[src/rtl/counter_pkg.sv]
// rtl/counter_pkg.sv - shared state type and load clamp for the up/down counter family
package counter_pkg;

    typedef enum logic [1:0] {
        IDLE = 2'd0,
        RUN  = 2'd1,
        DONE = 2'd2
    } cnt_state_t;

    // Clamp a requested load value into the legal count range 0..mod-1.
    function automatic int unsigned sat_load(input int unsigned val, input int unsigned mod);
        return (val >= mod) ? (mod - 1) : val;
    endfunction

endpackage

[src/rtl/sync_up_counter.sv]
// rtl/sync_up_counter.sv - synchronous modulo-MOD up counter with free-run and one-shot modes
//
// Ports:
//   clk       clock, all state changes on rising edge
//   rst       asynchronous active-high reset
//   en        count enable (used only in RUN)
//   clr       synchronous clear: q=0, IDLE, ovf=0
//   load      synchronous load of saturated load_val, state unchanged
//   load_val  load value, clamped to MOD-1
//   start     IDLE -> RUN (resume), DONE -> RUN with q=0
//   stop      RUN -> IDLE, q holds
//   oneshot   1 = stop at terminal count, 0 = wrap
//   q         registered count
//   tc        combinational terminal count (q == MOD-1)
//   wrap      registered one-cycle pulse after a MOD-1 -> 0 wrap
//   ovf       sticky wrap flag
//   busy      state == RUN
//   done      state == DONE
module sync_up_counter
    import counter_pkg::*;
#(
    parameter int WIDTH = 4,
    parameter int MOD   = 16
) (
    input  logic             clk,
    input  logic             rst,
    input  logic             en,
    input  logic             clr,
    input  logic             load,
    input  logic [WIDTH-1:0] load_val,
    input  logic             start,
    input  logic             stop,
    input  logic             oneshot,
    output logic [WIDTH-1:0] q,
    output logic             tc,
    output logic             wrap,
    output logic             ovf,
    output logic             busy,
    output logic             done
);

    generate
        if (MOD < 2 || MOD > (2 ** WIDTH)) begin : g_bad_mod
            $fatal(1, "sync_up_counter: MOD out of range 2..2**WIDTH");
        end
    endgenerate

    localparam logic [WIDTH-1:0] LAST = WIDTH'(MOD - 1);

    cnt_state_t       r_state;
    cnt_state_t       w_state_nxt;
    logic [WIDTH-1:0] r_q;
    logic [WIDTH-1:0] w_q_nxt;
    logic             r_wrap;
    logic             w_wrap_nxt;
    logic             r_ovf;
    logic             w_ovf_nxt;

    // Priority: clr > load > start/stop > count.
    always_comb begin
        w_state_nxt = r_state;
        w_q_nxt     = r_q;
        w_wrap_nxt  = 1'b0;
        w_ovf_nxt   = r_ovf;
        if (clr) begin
            w_q_nxt     = '0;
            w_state_nxt = IDLE;
            w_ovf_nxt   = 1'b0;
        end else if (load) begin
            w_q_nxt = WIDTH'(sat_load(32'(load_val), MOD));
        end else begin
            case (r_state)
                IDLE: begin
                    // Resume from the held value; q is deliberately not reset.
                    if (start) begin
                        w_state_nxt = RUN;
                    end
                end
                DONE: begin
                    if (start) begin
                        w_q_nxt     = '0;
                        w_state_nxt = RUN;
                    end
                end
                RUN: begin
                    if (stop) begin
                        w_state_nxt = IDLE;
                    end else if (en) begin
                        if (r_q == LAST) begin
                            if (oneshot) begin
                                w_state_nxt = DONE;
                            end else begin
                                w_q_nxt    = '0;
                                w_wrap_nxt = 1'b1;
                                w_ovf_nxt  = 1'b1;
                            end
                        end else begin
                            w_q_nxt = r_q + 1'b1;
                        end
                    end
                end
                default: begin
                    w_state_nxt = IDLE;
                end
            endcase
        end
    end

    always_ff @(posedge clk or posedge rst) begin
        if (rst) begin
            r_state <= IDLE;
            r_q     <= '0;
            r_wrap  <= 1'b0;
            r_ovf   <= 1'b0;
        end else begin
            r_state <= w_state_nxt;
            r_q     <= w_q_nxt;
            r_wrap  <= w_wrap_nxt;
            r_ovf   <= w_ovf_nxt;
        end
    end

    assign q    = r_q;
    assign tc   = (r_q == LAST);
    assign wrap = r_wrap;
    assign ovf  = r_ovf;
    assign busy = (r_state == RUN);
    assign done = (r_state == DONE);

endmodule
[config.mk]
export PLATFORM = sky130hd
export DESIGN_NAME = sync_up_counter
export DESIGN_NICKNAME = d
export VERILOG_FILES = /design/src/rtl/counter_pkg.sv /design/src/rtl/sync_up_counter.sv
export SDC_FILE = /design/constraint.sdc
export NUM_CORES = 1
export LEC_CHECK = 0
export BUFFER_PORTS_ARGS = -buffer_cell sky130_fd_sc_hd__buf_2
export CELL_PAD_IN_SITES_DETAIL_PLACEMENT = 1
export CELL_PAD_IN_SITES_GLOBAL_PLACEMENT = 1
export CORE_MARGIN = 1
export CORE_UTILIZATION = 35
export CTS_BUF_LIST = sky130_fd_sc_hd__clkbuf_4
export DETAILED_ROUTE_END_ITERATION = 8
export PLACE_DENSITY = 0.87
export SETUP_SLACK_MARGIN = 0.15
export SYNTH_ARGS = -nofsm -noshare
export SYNTH_HDL_FRONTEND = slang
export SYNTH_SLANG_ARGS = --single-unit
[constraint.sdc]
create_clock -name clk -period 2.2 [get_ports clk]
set_input_delay 0.44 -clock clk [delete_from_list [all_inputs] [get_ports clk]]
set_output_delay 0.44 -clock clk [all_outputs]
set_load 0.005 [all_outputs]
==> impl_metrics.yaml <==
logic_synthesis:
  synth.most_common_cell: "dfrtp_1"
  synth_top_area_share: 0.380
  seq_area_frac_synth: 0.380
  syn-num-nets: 70
  synth_area_leaders: "dfrtp_1 (38%), ha_1 (7.1%), mux2_1 (4.3%)"
  synth-edff-count: 0
  synth_top_area_cell: "dfrtp_1"
  synth_cell_types: 28
  avgSynthCellArea_um2: 9.58
  netlist_top_cells_count: "dfrtp_1 (8), inv_1 (5), nand2_1 (4)"
  ys_ff_latch: 8
  syn_area_um2: 527
  ys.flop_type: "dfrtp_1"
  syn-instance-count: 55
  synthArstFlopShare: 1.00
  synth_warnings: 0
cells_and_area:
  antennaDiodeCount: 0
  drive_gt1_frac: 0.325
  area_growth_pct: 24.7
  fin_nets: 94
  n_fill_cell: 170
clock_tree:
  cts.repair.resized: 0
  clkLatencyLatePin_ns: 0.26
  cts-root-buf: "clkbuf_4"
  clockBufferDepth: 2
  h-tree-depth: 1
  postCtsSetupBuffers: 0
  hold_buffers: 0
  cts.sinks: 8
  cts_tree: "yes"
  cts_buffers: 3
  path_clk_slew_ns: 0.06
critical_path:
  critPathRequiredTime_ns: 1.76
  worstSetupEndpoint: "tc"
  critPathArrivalTime_ns: 1.39
  rr_startpoint: "q[0]"
  worstSetupStartpoint: "q[0]"
  cp-start-kind: "flip-flop"
  reg2reg_depth: 5
  critPathKind: "reg -> out"
  worstPathMaxFanout: 6
  regToRegEndpoint: "q[3]"
  cp-end-kind: "primary output"
  r2r_slack_ns: 0.42
sta:
  drv_slew: 0
  fin_ws_ns: 0.374
  period_share: 0.830
  hold_slack_ns: 0.124
  clock_skew_ns: 0.00815
  min_period_ns: 1.83
  rsz0062_at_grt: "no"
  finalHoldViolCount: 0
  tns_ns: 0
  worstMarginPinSlew_ns: 0.358
  relSlewSlack: 0.760
  clock.fmax_mhz: 548
  finalSetupViolations: 0
detailed_routing:
  via_per_inst: 5.61
  firstDrtPassIters: 4
  wl_mm: 1.41
  vias: 516
  routedWlPerCell_um: 15.3
  drc: 0
  ant_nets: 0
  first_iter_violations: 8
pwr:
  p_leak_nw: 0.325
  vdd_drop_max_v: 0.000279
  power.density_nw_per_um2: 503
placement:
  dpl_worst_slack_ns: 0.418
  gp_congestion: 0.907
  dpl.hpwl_mm: 1.11
  io_buffers: 20
global_route:
  grt_start_max_net_pins: 9
  track_usage: 0.204
  grt-ovfl-total: 0
  grt_pass1_wl_mm: 2.14
  antenna_found_initial: 0
  grt_pass1_vias: 505
floorplanning:
  pin_count: 21
  die_h_um: 40.8
  die_w_um: 40.8
  num_rows: 13
  die_area_um2: 1660
  start_util: 0.390
  core_area_um2: 1350
run_status:
  status: "finished, final reports clean"
job:
  cap_violations: 0
worst_hold_path:
  min_path_type: "in -> async"
==> critical path, stage by stage (launching register included) <==
cell and delay [ns]:
dfrtp_1 0.43, ha_1 0.24, and3_1 0.30, buf_2 0.16
==> report_power, final <==
group | switching (mW) | internal, mW | total (mW)
combinational | 0.0309 | 0.0253 | 0.0562
sequential | 0.00772 | 0.153 | 0.161
clock | 0.0509 | 0.0625 | 0.113
==> placed cells by master, fill, tap and decap left out, types with 2 or more instances in the layout <==
cell and count:
buf_2 20, and3_1 2, nor3_1 2, a22oi_1 2, a21oi_1 3, clkbuf_4 3
o22ai_1 2, o211ai_1 2, inv_1 5, mux2_1 2, o31ai_1 2, dfrtp_1 8
nand2b_1 3, nand2_1 4, ha_1 3
==> sequential cells by signal (all words and copies together) (netlist names) <==
name	count
ovf	1
wrap	1
r_state	2
q	4
==> final cells by class <==
class,count,area (µm²),area share
multi-input combinational,41,297,0.451
sequential,8,200,0.305
timing repair buffer,20,100,0.152
clock buffer,3,22.5,0.0343
inverter,5,18.8,0.0286
tap,15,18.8,0.0286
==> cells by family after synthesis <==
logic type                 share of synthesized area
AOI/OAI and AO/OA                              0.268
and+or+nand+nor                                0.181
DFF                                            0.380
buffers and inverters                         0.0570
adders and majority gates                     0.0713
muxes                                         0.0428
==> metrics by stage <==
step / instances / cell area (µm²) / util / power (mW)
5_1_grt: 92 / 657 / 0.487 / 0.353
2_1_floorplan: 55 / 527 / - / 0.192
3_5_place_dp: 89 / 634 / 0.470 / 0.219
3_3_place_gp: 89 / 634 / 0.470 / 0.217
4_1_cts: 92 / 657 / 0.487 / 0.339
6_report: 92 / 657 / 0.487 / 0.330
==> layer usage <==
layer	vias up	global-route usage	routed length, µm
met5	-	0	0
met4	0	0.0750	0
met3	0	0.0652	58
met2	13	0.348	721
met1	249	0.233	625
li1	254	-	-
==> how the worst min path moves through the flow <==
stage	slack, ns	endpoint	start
final	0.12	q[0]	rst
after global routing	0.16	wrap	rst
after global placement	0.40	wrap	rst
after floorplan	0.26	ovf	rst
after CTS	0.13	wrap	rst
after detailed placement	0.41	wrap	rst
Note: power is estimated with default switching activity, not from simulation.
